[config.mk]
export PLATFORM = sky130hd
export DESIGN_NAME = keypad_scanner
export DESIGN_NICKNAME = d
export VERILOG_FILES = /design/src/rtl/keypad_pkg.sv /design/src/rtl/kp_sync2.sv /design/src/rtl/keypad_scanner.sv
export SDC_FILE = /design/constraint.sdc
export NUM_CORES = 1
export LEC_CHECK = 0
export ABC_CLOCK_PERIOD_IN_PS = 4560
export BUFFER_PORTS_ARGS = -buffer_cell sky130_fd_sc_hd__buf_2
export CORE_MARGIN = 4
export CORE_UTILIZATION = 50
export CTS_CLUSTER_SIZE = 28
export DETAILED_ROUTE_END_ITERATION = 12
export PLACE_DENSITY = 0.68
export SLEW_MARGIN = 40
export SYNTH_ARGS = -nofsm -noshare
export SYNTH_HDL_FRONTEND = slang
export SYNTH_HIERARCHICAL = 1
export SYNTH_SLANG_ARGS = --single-unit
[constraint.sdc]
create_clock -name clk -period 4.56 [get_ports clk]
set_input_delay 0.912 -clock clk [delete_from_list [all_inputs] [get_ports clk]]
set_output_delay 0.912 -clock clk [all_outputs]
set_load 0.02 [all_outputs]
[src/rtl/keypad_pkg.sv]
// -----------------------------------------------------------------------------
// keypad_pkg
// Shared types and helpers for the 4x4 matrix keypad scanner.
//   state_t    : scanner FSM states
//   KEY_*      : codes for the operator and symbol keys
//   key_code() : maps a (row index, column index) pair to the 4-bit key code
//   col_index(): encodes a one-low column pattern to a 2-bit column index
// -----------------------------------------------------------------------------
package keypad_pkg;

    typedef enum logic [2:0] {
        SCAN,
        DEBOUNCE,
        PRESS,
        HELD,
        RELEASE
    } state_t;

    localparam logic [3:0] KEY_ADD  = 4'd10;
    localparam logic [3:0] KEY_SUB  = 4'd11;
    localparam logic [3:0] KEY_MUL  = 4'd12;
    localparam logic [3:0] KEY_DIV  = 4'd13;
    localparam logic [3:0] KEY_STAR = 4'd14;
    localparam logic [3:0] KEY_HASH = 4'd15;

    // Keypad layout, row r / column c:
    //   r0: 1 2 3 A    r1: 4 5 6 B    r2: 7 8 9 C    r3: * 0 # D
    function automatic logic [3:0] key_code(input logic [1:0] row_idx,
                                            input logic [1:0] col_idx);
        logic [3:0] code;
        code = 4'd0;
        case ({row_idx, col_idx})
            4'h0: code = 4'd1;
            4'h1: code = 4'd2;
            4'h2: code = 4'd3;
            4'h3: code = KEY_ADD;
            4'h4: code = 4'd4;
            4'h5: code = 4'd5;
            4'h6: code = 4'd6;
            4'h7: code = KEY_SUB;
            4'h8: code = 4'd7;
            4'h9: code = 4'd8;
            4'hA: code = 4'd9;
            4'hB: code = KEY_MUL;
            4'hC: code = KEY_STAR;
            4'hD: code = 4'd0;
            4'hE: code = KEY_HASH;
            4'hF: code = KEY_DIV;
            default: code = 4'd0;
        endcase
        return code;
    endfunction

    // Column sense is active-low; the candidate holds exactly one low bit.
    function automatic logic [1:0] col_index(input logic [3:0] col_n);
        logic [1:0] idx;
        idx = 2'd0;
        case (col_n)
            4'b1110: idx = 2'd0;
            4'b1101: idx = 2'd1;
            4'b1011: idx = 2'd2;
            4'b0111: idx = 2'd3;
            default: idx = 2'd0;
        endcase
        return idx;
    endfunction

endpackage

[src/rtl/kp_sync2.sv]
// -----------------------------------------------------------------------------
// kp_sync2
// Two-flop synchronizer for asynchronous inputs. Resets to all-ones so that
// pulled-up, active-low inputs read as idle straight out of reset.
//   clk      : destination clock
//   rst_n    : asynchronous active-low reset
//   i_async  : [WIDTH] asynchronous input
//   o_sync   : [WIDTH] input synchronized to clk (2-cycle latency)
// -----------------------------------------------------------------------------
module kp_sync2 #(
    parameter int WIDTH = 4
) (
    input  logic             clk,
    input  logic             rst_n,
    input  logic [WIDTH-1:0] i_async,
    output logic [WIDTH-1:0] o_sync
);

    logic [WIDTH-1:0] r_meta;
    logic [WIDTH-1:0] r_sync;

    // NOTE: sequential state uses non-blocking assignments so every flop
    // samples the pre-edge value of its source, independent of statement order.
    always_ff @(posedge clk or negedge rst_n) begin
        if (!rst_n) begin
            r_meta <= '1;
            r_sync <= '1;
        end else begin
            r_meta <= i_async;
            r_sync <= r_meta;
        end
    end

    assign o_sync = r_sync;

endmodule

[src/rtl/keypad_scanner.sv]
// -----------------------------------------------------------------------------
// keypad_scanner
// Row-scanning driver for a 4x4 matrix keypad with debounced press/release.
// Emits a single-cycle key_flag per accepted press together with its code.
//   clk      : clock
//   rst_n    : asynchronous active-low reset
//   row      : [4] row drive, active-low, exactly one bit low
//   col      : [4] column sense, active-low, asynchronous to clk
//   key_flag : one-cycle strobe per accepted press
//   key_data : [4] code of the last accepted key, held until the next press
//   key_held : high from the key_flag cycle until the release is accepted
// -----------------------------------------------------------------------------
module keypad_scanner
    import keypad_pkg::*;
#(
    parameter int SCAN_DIV  = 100000,
    parameter int DEB_TICKS = 20
) (
    input  logic       clk,
    input  logic       rst_n,
    output logic [3:0] row,
    input  logic [3:0] col,
    output logic       key_flag,
    output logic [3:0] key_data,
    output logic       key_held
);

    localparam int TICK_W = (SCAN_DIV > 1) ? $clog2(SCAN_DIV) : 1;
    localparam int DEB_W  = $clog2(DEB_TICKS + 1);

    localparam logic [TICK_W-1:0] TICK_LAST = TICK_W'(SCAN_DIV - 1);
    localparam logic [DEB_W-1:0]  DEB_MAX   = DEB_W'(DEB_TICKS);
    localparam logic [DEB_W-1:0]  DEB_ONE   = DEB_W'(1);

    logic [3:0]        w_col_s;
    logic [TICK_W-1:0] r_tick_cnt;
    logic              w_tick;

    state_t            r_state,     w_state_nxt;
    logic [3:0]        r_row,       w_row_nxt;
    logic [1:0]        r_row_idx,   w_row_idx_nxt;
    logic [DEB_W-1:0]  r_deb_cnt,   w_deb_nxt;
    logic [3:0]        r_cand_col,  w_cand_nxt;
    logic              r_key_flag,  w_flag_nxt;
    logic [3:0]        r_key_data,  w_data_nxt;
    logic              r_key_held,  w_held_nxt;

    logic [3:0]        w_col_low;
    logic              w_released;
    logic              w_single;
    logic [DEB_W-1:0]  w_deb_inc;
    logic              w_rotate;

    kp_sync2 #(.WIDTH(4)) u_sync (
        .clk     (clk),
        .rst_n   (rst_n),
        .i_async (col),
        .o_sync  (w_col_s)
    );

    // Free-running scan tick: one tick every SCAN_DIV cycles.
    always_ff @(posedge clk or negedge rst_n) begin
        if (!rst_n) begin
            r_tick_cnt <= '0;
        end else if (w_tick) begin
            r_tick_cnt <= '0;
        end else begin
            r_tick_cnt <= r_tick_cnt + TICK_W'(1);
        end
    end

    assign w_tick     = (r_tick_cnt == TICK_LAST);
    assign w_col_low  = ~w_col_s;
    assign w_released = (w_col_s == 4'b1111);
    // Exactly one column low: non-zero and a power of two.
    assign w_single   = (w_col_low != 4'd0) && ((w_col_low & (w_col_low - 4'd1)) == 4'd0);
    assign w_deb_inc  = r_deb_cnt + DEB_ONE;

    // NOTE: every signal driven here gets a default first, so no path leaves
    // it unassigned and no latch is inferred.
    always_comb begin
        w_state_nxt   = r_state;
        w_row_nxt     = r_row;
        w_row_idx_nxt = r_row_idx;
        w_deb_nxt     = r_deb_cnt;
        w_cand_nxt    = r_cand_col;
        w_flag_nxt    = 1'b0;
        w_data_nxt    = r_key_data;
        w_held_nxt    = r_key_held;
        w_rotate      = 1'b0;

        case (r_state)
            SCAN: begin
                if (w_tick) begin
                    if (w_single) begin
                        w_cand_nxt  = w_col_s;
                        w_deb_nxt   = DEB_ONE;
                        w_state_nxt = DEBOUNCE;
                    end else begin
                        // Idle or ghosted multi-key: keep scanning.
                        w_rotate = 1'b1;
                    end
                end
            end

            DEBOUNCE: begin
                // The entry sample alone can already satisfy DEB_TICKS == 1.
                if (r_deb_cnt == DEB_MAX) begin
                    w_state_nxt = PRESS;
                end else if (w_tick) begin
                    if (w_col_s == r_cand_col) begin
                        w_deb_nxt = w_deb_inc;
                        if (w_deb_inc == DEB_MAX) begin
                            w_state_nxt = PRESS;
                        end
                    end else begin
                        w_deb_nxt   = '0;
                        w_state_nxt = SCAN;
                        w_rotate    = 1'b1;
                    end
                end
            end

            PRESS: begin
                w_state_nxt = HELD;
            end

            HELD: begin
                if (w_tick && w_released) begin
                    w_deb_nxt   = DEB_ONE;
                    w_state_nxt = RELEASE;
                end
            end

            RELEASE: begin
                if (r_deb_cnt == DEB_MAX) begin
                    w_deb_nxt   = '0;
                    w_held_nxt  = 1'b0;
                    w_state_nxt = SCAN;
                    w_rotate    = 1'b1;
                end else if (w_tick) begin
                    if (w_released) begin
                        w_deb_nxt = w_deb_inc;
                        if (w_deb_inc == DEB_MAX) begin
                            w_deb_nxt   = '0;
                            w_held_nxt  = 1'b0;
                            w_state_nxt = SCAN;
                            w_rotate    = 1'b1;
                        end
                    end else begin
                        // Bounce on release: back to HELD, no new strobe.
                        w_deb_nxt   = '0;
                        w_state_nxt = HELD;
                    end
                end
            end

            default: begin
                w_state_nxt = SCAN;
            end
        endcase

        // Outputs are registered on entry to PRESS so flag, data and held
        // all change in the PRESS cycle itself.
        if (w_state_nxt == PRESS) begin
            w_flag_nxt = 1'b1;
            w_data_nxt = key_code(r_row_idx, col_index(r_cand_col));
            w_held_nxt = 1'b1;
            w_deb_nxt  = '0;
        end

        if (w_rotate) begin
            w_row_nxt     = {r_row[2:0], r_row[3]};
            w_row_idx_nxt = r_row_idx + 2'd1;
        end
    end

    always_ff @(posedge clk or negedge rst_n) begin
        if (!rst_n) begin
            r_state    <= SCAN;
            r_row      <= 4'b1110;
            r_row_idx  <= 2'd0;
            r_deb_cnt  <= '0;
            r_cand_col <= 4'b1111;
            r_key_flag <= 1'b0;
            r_key_data <= 4'd0;
            r_key_held <= 1'b0;
        end else begin
            r_state    <= w_state_nxt;
            r_row      <= w_row_nxt;
            r_row_idx  <= w_row_idx_nxt;
            r_deb_cnt  <= w_deb_nxt;
            r_cand_col <= w_cand_nxt;
            r_key_flag <= w_flag_nxt;
            r_key_data <= w_data_nxt;
            r_key_held <= w_held_nxt;
        end
    end

    assign row      = r_row;
    assign key_flag = r_key_flag;
    assign key_data = r_key_data;
    assign key_held = r_key_held;

endmodule
# Word-level counts from Yosys, hierarchy flattened
# Memory sizes are Yosys's and may differ from the RTL's. A register that Yosys moved wholly into a read port is not among the register bits.
# Cells that the tools add are included.
# Widths: inputs -> output; s select.
# word_totals
ff_bits	45
mem_bits_ro	64
in_bits	6
out_inout_bits	10
n_memories	1
# memory_table
name	words	width	read_ports	rd_ports_with_merged_regs	write_ports	line	text
(no name shown)	16	4	1	1	0	keypad_pkg.sv:32	case ({row_idx, col_idx})
# classes
n_addsub	4
eq_ne	19
n_mux	44
bitwise_logic	2
reduce_logical	14
# ops
op	n
$mux 5	11
$mux 3	11
$pmux 5 s4	1
$add 17x1->17 const B	1
$eq 17x17->1 const B	1
$mux 17	1
$mux 1	16
$ne 3x3->1 const B	5
$pmux 3 s5	1
$eq 4x4->1 const B	3
$eq 5x5->1 const B	2
$eq 3x2->1 const B	3
$reduce_bool 3->1	3
$reduce_and 7->1	1
$pmux 2 s3	1
$add 5x1->5 const B	1
$reduce_bool 5->1	1
$and 4x4->4	1
$eq 4x3->1 const B	1
$eq 4x4->1	1
$logic_not 4->1	1
$ne 4x4->1 const B	1
$not 4->4	1
$reduce_and 4->1	1
other kinds (12)	13

# Logic depth before layout (Yosys ltp)
# Gate-level depths: netlist of the first run.
# logic_depth
word_depth	11
depth_mapped	9
depth_no_buf	8

# Hierarchy
# Netlist of the first run, hierarchy kept.
# by_module_without_submodules
module	instances	cells_per_inst	area_each_um2	seq_area_each_um2
keypad_scanner	1	235	2417.3	1034.7
kp_sync2	1	8	210.2	210.2

# Worst setup path after synthesis of the first run
# Ideal clock, no wire load.
# synth_timing
path_type	register to register
startpoint	register r_deb_cnt[0]
endpoint	register r_deb_cnt[2]
arrival_time_ps	2104
t_required_ps	4487
setup_slack_ps	2383
stages_incl_launch_ff	10
n_path_buf	1
cell_sequence	dfrtp_1 > inv_1 > ha_1 > and4b_1 > buf_2 > o21ai_0 > a221oi_2 > o22ai_2 > or4b_4 > a21oi_2
# synth_between
elab_chain_cells	10
# synth_lines
item	line	text
start, declared	keypad_scanner.sv:42	logic [DEB_W-1:0] r_deb_cnt, w_deb_nxt;
start signal, assigned	keypad_scanner.sv:192	r_deb_cnt <= w_deb_nxt;
$add 5x1->5	keypad_scanner.sv:77	assign w_deb_inc = r_deb_cnt + DEB_ONE;
$eq 5x5->1	keypad_scanner.sv:113, keypad_scanner.sv:144	
$mux 3 (on tied branches)	keypad_scanner.sv:144, keypad_scanner.sv:113	
$mux 3 (on tied branches)	keypad_scanner.sv:142, keypad_scanner.sv:111	
$mux 3 (on tied branches)	keypad_scanner.sv:141, keypad_scanner.sv:110	
$mux 3 (on tied branches)	keypad_scanner.sv:136, keypad_scanner.sv:108	
$pmux 3 s5	keypad_scanner.sv:92	case (r_state)
$eq 3x2->1	keypad_scanner.sv:165	if (w_state_nxt == PRESS) begin
$ne 4x4->1 (no line), or another cell as far along	n/a	
$reduce_and 7->1 (no line)	n/a	
# Several ways; a longest one is shown, not always the timed one. The select of a mux whose other input is x is not followed.
# A chain may end at the register's enable or synchronous reset.

# Final worst setup path of the first run
# Ends and elaborated chain as after synthesis.

==> results of run 1 <==
## cells in the final DEF, fill, tap and decap left out, drive strengths merged, types with 4 or more instances in the layout
cell	synthesis	final
dfrtp	34	34
ha	8	8
inv	7	7
xor2	13	13
mux2	9	9
xnor2	11	11
clkbuf	6	6
nor2	23	23
nand3	11	11
a21oi	11	11
o21ai	9	9
and4	4	4
dfstp	15	15
nor3	5	5
nand4	6	6
buf	6	17
nor4	4	4
nand2	14	14
## registers in the layout, summed over array words and instances, names as in the netlist
| register | count |
|---|---|
| key_data | 4 |
| u_sync/o_sync | 4 |
| r_state | 3 |
| u_sync/r_meta | 4 |
| r_row_idx | 2 |
| r_tick_cnt | 17 |
| r_cand_col | 4 |
| key_held | 1 |
| row | 4 |
| r_deb_cnt | 5 |
| key_flag | 1 |
## critical path, delay by kind of cell, from the launching register on
family                     cells  cell delay (ns)
and+or+nand+nor                2             0.93
AOI/OAI and AO/OA              4             0.76
DFF                            1             0.42
adders and majority gates      1             0.16
buffers and inverters          1             0.09
## layer usage
metal	wire length (microns)	GRT usage, %	vias up
li1	-	-	896
met2	1980	24.3	30
met1	2230	22.2	850
met4	61	5.07	0
met5	0	0	-
met3	147	3.81	7
## cells by family after synthesis
| logic type | count (synthesis) |
|---|---|
| compound gates | 37 |
| fa+ha+maj | 8 |
| xor+xnor | 24 |
| mux | 13 |
| flops | 49 |
| buf+inv | 19 |
| simple gates | 93 |
## path summary, 6_finish.rpt
kind | depth (start not counted) | slack [ns] | to | from
max | 8 | 2.14 | r_deb_cnt[2] | r_deb_cnt[0]
min | 0 | 0.36 | u_sync/o_sync[2] | u_sync/r_meta[2]
max reg2reg | 8 | 2.14 | r_deb_cnt[2] | r_deb_cnt[0]
min reg2reg | 0 | 0.36 | u_sync/o_sync[2] | u_sync/r_meta[2]
max in group asynchronous | 2 | 3.33 | u_sync/r_meta[0] | rst_n
min in group asynchronous | 1 | 0.45 | r_tick_cnt[11] | rst_n
## through the flow
| stage | utilization [%] | setup WS, ns | power [mW] |
|---|---|---|---|
| 6_report | 55.2 | 2.14 | 0.724 |
| 5_1_grt | 55.2 | 1.93 | 0.753 |
| 4_1_cts | 55.2 | 2.15 | 0.734 |
| 3_5_place_dp | 53.4 | 2.17 | 0.472 |
| 3_3_place_gp | 53.4 | 2.19 | 0.471 |
| 2_1_floorplan | - | 2.38 | 0.459 |
## area by class of cell
type                            count  area share [%]
Clock buffer                        6            2.93
Clock inverter                      2           0.311
Inverter                            7           0.933
Multi-Input combinational cell    175            45.3
Sequential cell                    49            44.2
Tap cell                           70            3.11
Timing Repair Buffer               17            3.20
## power groups by stage
stage	logic [mW]	clock network (mW)	registers (mW)
2_1_floorplan	0.00830	0	0.451
3_3_place_gp	0.0186	0	0.452
3_5_place_dp	0.0188	0	0.453
4_1_cts	0.0188	0.270	0.445
5_1_grt	0.0210	0.287	0.446
6_report	0.0178	0.262	0.445
==> impl.org, run 1 <==
** Run status
- The run finished with clean final reports.

** Synth
- In the post-synthesis netlist, the biggest area contributors are sky130_fd_sc_hd__dfrtp_1 32%, sky130_fd_sc_hd__dfstp_2 15%, sky130_fd_sc_hd__xor2_1 4.3%, sky130_fd_sc_hd__mux2_2 3.9%, sky130_fd_sc_hd__ha_1 3.8%.
- Xor/xnor cell area share of the yosys netlist :: 8.00%
- The synthesized netlist devotes 9.24% of its cell area to compound gates.
- Share of synthesized area occupied by flip-flops and latches :: 47.4%
- Yosys reg bits :: 49
- Cell variety after synth :: 53
- Synthesis handed over a netlist of 243 instances.
- The mapped netlist covers 0.00263 sq mm.
- The most used flip-flop cell after synthesis is sky130_fd_sc_hd__dfrtp_1.
- Mux contribution to synthesized area :: 5.86%
- After synthesis, the largest family of logic cells by area is simple AND/OR/NAND/NOR gates.
- Synthesis produced a netlist with a net count of 257.
- Share of the synthesized area in the top cell type :: 32.4%
- Cell with the most instances after synthesis :: sky130_fd_sc_hd__dfrtp_1
- Sorting the synthesized cells by how often they occur yields 34 x sky130_fd_sc_hd__dfrtp_1, 23 x sky130_fd_sc_hd__nor2_1, 15 x sky130_fd_sc_hd__dfstp_2.
- Dividing the synthesized area by the synthesized cell count gives 10.8 sq um.
- Warning count from the yosys run :: 6
- Adder-cell share of the synthesized area :: 3.81%
- Synth async-reset ratio :: 100%
- Basic-gate share of the synthesized area counting and, or, nand and nor cells :: 21.7%
- The largest total area in the synthesized netlist belongs to sky130_fd_sc_hd__dfrtp_1.
- Number of enable-type register cells in the synthesized netlist :: 0

** STA
- Final setup TNS :: 0 ns
- In this run the tightest slew margin relative to its limit is 58.6%.
- The count of final max-slew check failures came to 0.
- For the pin with the worst max-slew slack, the measured transition is 0.617 ns.
- Final Cycle Share :: 53.1%
- Min Clock Period, post-route :: 2.42 ns
- Hold slack final :: 0.359 ns
- Based on the critical path, the design can be clocked at up to 413 MHz.
- Worst clock skew :: 0.0108 ns
- The count of endpoints failing hold in the final timing report came to 0.
- Unrepaired setup endpoints after global routing :: no
- Final setup violation count :: 0

** Pwr
- The clock network is responsible for 36.1% of the overall power.
- Switching power of the nets :: 0.157 mW
- The internal power of the cells totals 0.567 mW.
- Net switching is 21.7% of the power.
- For this design the static power due to leakage is 1.27 nW.
- Gate power share :: 2.5%
- Sequential group share of total power :: 61.4%
- Peak supply drop :: 0.221 mV
- For this design the ratio of total power to cell area is 257 mW/mm^2.

** Finish
- Multi-input gate area :: 0.00128 sq mm
- Share of post-route cells with drive strength above 1 :: 25.4%
- After routing the design area is 0.00282 sq mm.
- Post-Layout Cell Count :: 326
- The net count of the finished layout is 269.
- The layout has 455 filler cells.
- Diode count :: 0
- From synthesis to final layout, the design area changed by 7.24%.
- Sequential standard cell area :: 0.00124 sq mm

** Global route
- The first global-routing pass estimated 8030 microns of wire.
- The via count of the first global-routing pass is 1732.
- Entering global routing, the biggest net connects 40 pins.
- Number of antenna violations at the first check in global routing :: 0
- Global-route congestion overflow total :: 0
- Across every metal layer, demand over resource in global routing totals 15.9%.

** Routing
- Number of antenna-violating nets in the routed design :: 0
- After detailed routing, the number of remaining DRC violations is 0.
- DRT Pass-1 Iters :: 4
- Across all layers, the routed design uses 1783 vias.
- Mean routed wirelength per cell :: 13.5 microns
- DRT iter0 DRCs :: 117
- Number of vias per cell after detailed routing :: 5.47
- Wires add up to 4420 microns.

** Floorplan
- Floorplan core area :: 0.00511 sq mm
- Starting Density :: 51.4%
- DIE AREA :: 0.00648 sq mm
- Row generation in the floorplan step produced 26 rows.
- The die is 80.5 microns tall.
- Die width :: 80.5 microns
- Boundary pin count :: 16

** Clock network
- For this design, the sink count on the clock tree is 49.
- TritonCTS clock tree :: done
- Clock Path Buffers :: 2
- Cell at the root of the clock tree :: sky130_fd_sc_hd__clkbuf_8
- Number of clock buffers inserted by TritonCTS :: 5
- In this run, post-CTS hold repair placed 0 buffers.
- Clock-pin slew was measured on the worst setup and hold paths at 0.09 ns.
- CTS built an H-tree with a depth of 2.
- In this run the post-CTS setup repair buffer count came out at 0.
- Clock latency of the later-clocked register in the worst-skew pair :: 0.30 ns
- Post_cts resized :: 0

** Critical path
- Worst path arrival time :: 2.65 ns
- For this run, the slowest stage of the critical path takes 0.55 ns.
- The worst setup path is captured at a flop.
- Launching element type of the critical path :: flop
- Required time reported for the critical path endpoint :: 4.79 ns
- CP Max Fanout :: 10
- Cell type of the slowest stage on the worst timing path :: sky130_fd_sc_hd__or4b_4
- Cell breakdown of the critical path :: inv_1 > ha_1 > and4b_1 > o21ai_0 > a221oi_2 > o22ai_2 > or4b_4 > a21oi_2
- Critical Setup Path Class :: reg2reg

** Placement
- Once placement completed, the tool counted placed cells totaling 318.
- Routability-driven placement finished with a final weighted congestion of 0.811.
- After detailed placement, the total cell area comes to 0.00273 sq mm.
- Buffers placed on the I/O ports in this run total 15.
- Post-detail-place hpwl :: 3140 microns

** Hold path
- The tightest min-delay check is of the reg2reg type.

** Run
- Across the run, the number of max-cap violations was 0.
Power figures use the tool's default switching activity.
==> run 2, diff against run 1 <==
ABC_CLOCK_PERIOD_IN_PS = 2200   (was 4560)
PLACE_DENSITY = 0.7   (was 0.68)
clock period = 2.2 ns   (was 4.56 ns; I/O delays follow)
==> run 2 against run 1 <==
Total power is 120% higher. First-iteration DRC count is 15% higher. Combinational power is 140% higher. Non-clock buffer count is 30 higher. Sequential power is 110% higher. Maximum frequency is 14% higher. Cell count is 9.2% higher. Worst hold slack worse by 0.25 ns. Clock power is 140% higher. Sequential cell count stayed put. Critical path type unchanged. Critical endpoint unchanged. Largest cell class unchanged.
==> impl.org, run 2 (same netlist as run 1, synthesis figures left out) <==
** Clock network
- Number of clock buffers inserted by TritonCTS :: 5 (unchanged)
- Clock edge transition at the registers on the reported setup and hold paths :: 0.09 ns (about the same)
- The worst-skew pair later-pin latency came to 0.30 ns (about the same).
- Count of clock tree sinks :: 49 (unchanged)
- The TritonCTS clock tree was done (unchanged).
- The maximum buffer depth of the clock tree is 2 (unchanged).
- Number of levels in the clock H-tree :: 2 (unchanged)
- The number of hold-repair buffers added at the cts stage was 0 (unchanged).
- The CTS root buffer is sky130_fd_sc_hd__clkbuf_8 (unchanged).

** STA
- Final Cycle Share :: 96.6% (was 53.1%)
- The upper clock frequency limit came to 470 MHz (was 413 MHz).
- Unrepaired setup endpoints after global routing :: yes (was no)
- Fin. Hold Viols :: 0 (unchanged)
- The worst clock skew was 0.00669 ns (was 0.0108 ns).
- Final setup margin :: 0.0738 ns (was 2.14 ns)
- Slew at the pin closest to its max-slew limit :: 0.375 ns (was 0.617 ns)
- The worst hold slack across all endpoints is 0.109 ns (was 0.359 ns).
- The post-route setup TNS was 0 ns (unchanged).
- Worst slew margin :: 74.8% (was 58.6%)
- Min Clock Period, post-route :: 2.13 ns (was 2.42 ns)
- The number of setup violations in the final report came to 0 (unchanged).
- Number of pins exceeding their max-slew limit in the final report :: 0 (unchanged)

** Critical path
- Cell breakdown of the critical path :: nor4b_4 > nand4_4 > a221oi_4 > o22ai_4 > or4b_4 > a21oi_2 (was inv_1 > ha_1 > and4b_1 > o21ai_0 > a221oi_2 > o22ai_2 > or4b_4 > a21oi_2)
- The critical path class is reg2reg (unchanged).
- The worst reg-to-reg setup slack came to 0.07 ns (was 2.14 ns).
- CP Max Fanout :: 5 (was 10)
- The kind of start point of the critical path is a flop (unchanged).
- Required time reported for the critical path endpoint :: 2.43 ns (was 4.79 ns)
- Worst path max stage delay :: 0.53 ns (was 0.55 ns)
- The worst-path cell with the longest stage delay is sky130_fd_sc_hd__or4b_4 (unchanged).
- Worst path arrival time :: 2.36 ns (was 2.65 ns)
- The element type at the critical path end was a flop (unchanged).

** Floorplan
- The effective utilization at floorplan is 51.4% (unchanged).
- Std cell rows :: 26 (unchanged)
- The total I/O pin count was 16 (unchanged).
- The core box area is 0.00511 sq mm (unchanged).
- Die width :: 80.5 microns (unchanged)
- Overall die height :: 80.5 microns (unchanged)
- DIE AREA :: 0.00648 sq mm (unchanged)

** Routing
- Aggregate routed wire length :: 4860 microns (was 4420 microns)
- Number of vias per cell after detailed routing :: 5.34 (was 5.47)
- DRT iter0 DRCs :: 134 (was 117)
- DRT Pass-1 Iters :: 4 (unchanged)
- The routed via count is 1901 (was 1783).
- Number of antenna-violating nets in the routed design :: 0 (unchanged)
- Mean routed wirelength per cell :: 13.6 microns (was 13.5 microns)
- Residual DRC count :: 0 (unchanged)

** Placement
- Post-detail-place hpwl :: 3520 microns (was 3140 microns)
- Dpl cells :: 342 (was 318)
- The pre-CTS setup slack came to 0.0346 ns (was 2.17 ns).
- Final RePlAce weighted congestion :: 0.824 (was 0.811)
- IO buf count :: 15 (unchanged)
- The instance area after placement was 0.00292 sq mm (was 0.00273 sq mm).

** Global route
- Maximum number of pins on one net before global-route repair :: 50 (was 40)
- The number of antenna violations at the first check in global routing is 0 (unchanged).
- Total global-route track usage :: 16.7% (was 15.9%)
- Wire length of the first global-routing pass :: 8400 microns (was 8030 microns)
- Global-route congestion overflow total :: 0 (unchanged)
- The via count of the first global-routing pass came to 1825 (was 1732).

** Run
- Number of max-capacitance violations reported :: 0 (unchanged)

** Finish
- The diode insertion count for antenna repair was 0 (unchanged).
- The fraction of layout cells with a size suffix above 1 was 35.0% (was 25.4%).
- The most common cell after layout, fill and taps aside is sky130_fd_sc_hd__dfrtp_1 (unchanged).
- The number of nets in the layout came to 299 (was 269).
- The register with the most flip-flops was r_tick_cnt (unchanged).
- The non-filler instance count after layout is 356 (was 326).
- The number of flip-flops in the largest register was 17 (unchanged).
- Sequential standard cell area :: 0.00124 sq mm (unchanged)
- The combined area of the multi-input logic cells came to 0.00133 sq mm (was 0.00128 sq mm).
- Area added between synthesis and finish :: 19.0% (was 7.24%)
- Largest registers ranked by flip-flop count :: r_tick_cnt x17, r_deb_cnt x5 (unchanged)
- Fin util :: 61.2% (was 55.2%)
- The number of inserted filler cells in the final layout is 413 (was 455).
- Commonest cells after routing, fill and taps aside :: 34 x sky130_fd_sc_hd__dfrtp_1, 31 x sky130_fd_sc_hd__buf_4, 23 x sky130_fd_sc_hd__nor2_1 (was 34 x sky130_fd_sc_hd__dfrtp_1, 23 x sky130_fd_sc_hd__nor2_1, 15 x sky130_fd_sc_hd__buf_2, 15 x sky130_fd_sc_hd__dfstp_2, 14 x sky130_fd_sc_hd__nand2_1)
- Final design area excluding fillers :: 0.00313 sq mm (was 0.00282 sq mm)

** Pwr
- Design internal power :: 1.26 mW (was 0.567 mW)
- Switching power of the nets :: 0.325 mW (was 0.157 mW)
- Share of power burned in the clock network :: 39.3% (was 36.1%)
- Total power consumption of the routed design :: 1.59 mW (was 0.724 mW)
- The share of total power in combinational logic came to 2.7% (was 2.5%).
- The reported leakage power was 1.43 nW (was 1.27 nW).
- The total power divided by cell area is 508 mW/mm^2 (was 257 mW/mm^2).
- Peak supply drop :: 0.412 mV (was 0.221 mV)
- The power share of the sequential group is 58.0% (was 61.4%).
- The switching part of the total came to 20.5% (was 21.7%).

** Hold path
- Kind of path behind the tightest hold check :: in2async (was reg2reg)

** Run status
- Result of the run :: finished clean (unchanged)
run 2: power by group through the flow:
stage / logic, mW / clock network [mW] / registers [mW]
6_report: 0.0430 / 0.625 / 0.922
5_1_grt: 0.0495 / 0.685 / 0.924
4_1_cts: 0.0435 / 0.646 / 0.922
3_5_place_dp: 0.0432 / 0 / 0.939
3_3_place_gp: 0.0424 / 0 / 0.938
2_1_floorplan: 0.0172 / 0 / 0.934
run 2: layout make-up:
cell class / instances / area share, %
Clock buffer: 5 / 2.20
Clock inverter: 3 / 1.32
Inverter: 7 / 0.840
Multi-Input combinational cell: 175 / 42.6
Sequential cell: 49 / 39.8
Tap cell: 70 / 2.80
Timing Repair Buffer: 47 / 10.5
run 2: timing repair:
item | in CTS | in global routing
setup endpoints to repair | 0 | 5
buffers inserted | 0 | 6
gates resized for setup | 0 | 11
hold endpoints to repair | 0 | 0
run 2: routing by layer:
metal	vias up	global-route usage (%)	wire length (microns)
met4	0	5.07	58
met1	911	23.0	2270
met2	33	26.4	2370
met3	5	3.36	167
met5	-	0	0
li1	952	-	-
run 2: final timing paths:
check	to	from	cells past startpoint
hold / removal	r_tick_cnt[13]	rst_n	2
min in group clk	u_sync/r_meta[0]	col[0]	1
hold reg to reg	u_sync/o_sync[3]	u_sync/r_meta[3]	0
max in group asynchronous	row[3]	rst_n	2
setup / recovery	r_deb_cnt[2]	r_tick_cnt[12]	6
setup reg to reg	r_deb_cnt[2]	r_tick_cnt[12]	6
run 2: worst max-delay path: cells and delay by family, from the launching register on:
kind / cells / cell delay [ns]
AO/OA/AOI/OAI: 3 / 0.58
flip-flops: 1 / 0.43
AND/OR/NAND/NOR: 3 / 1.05
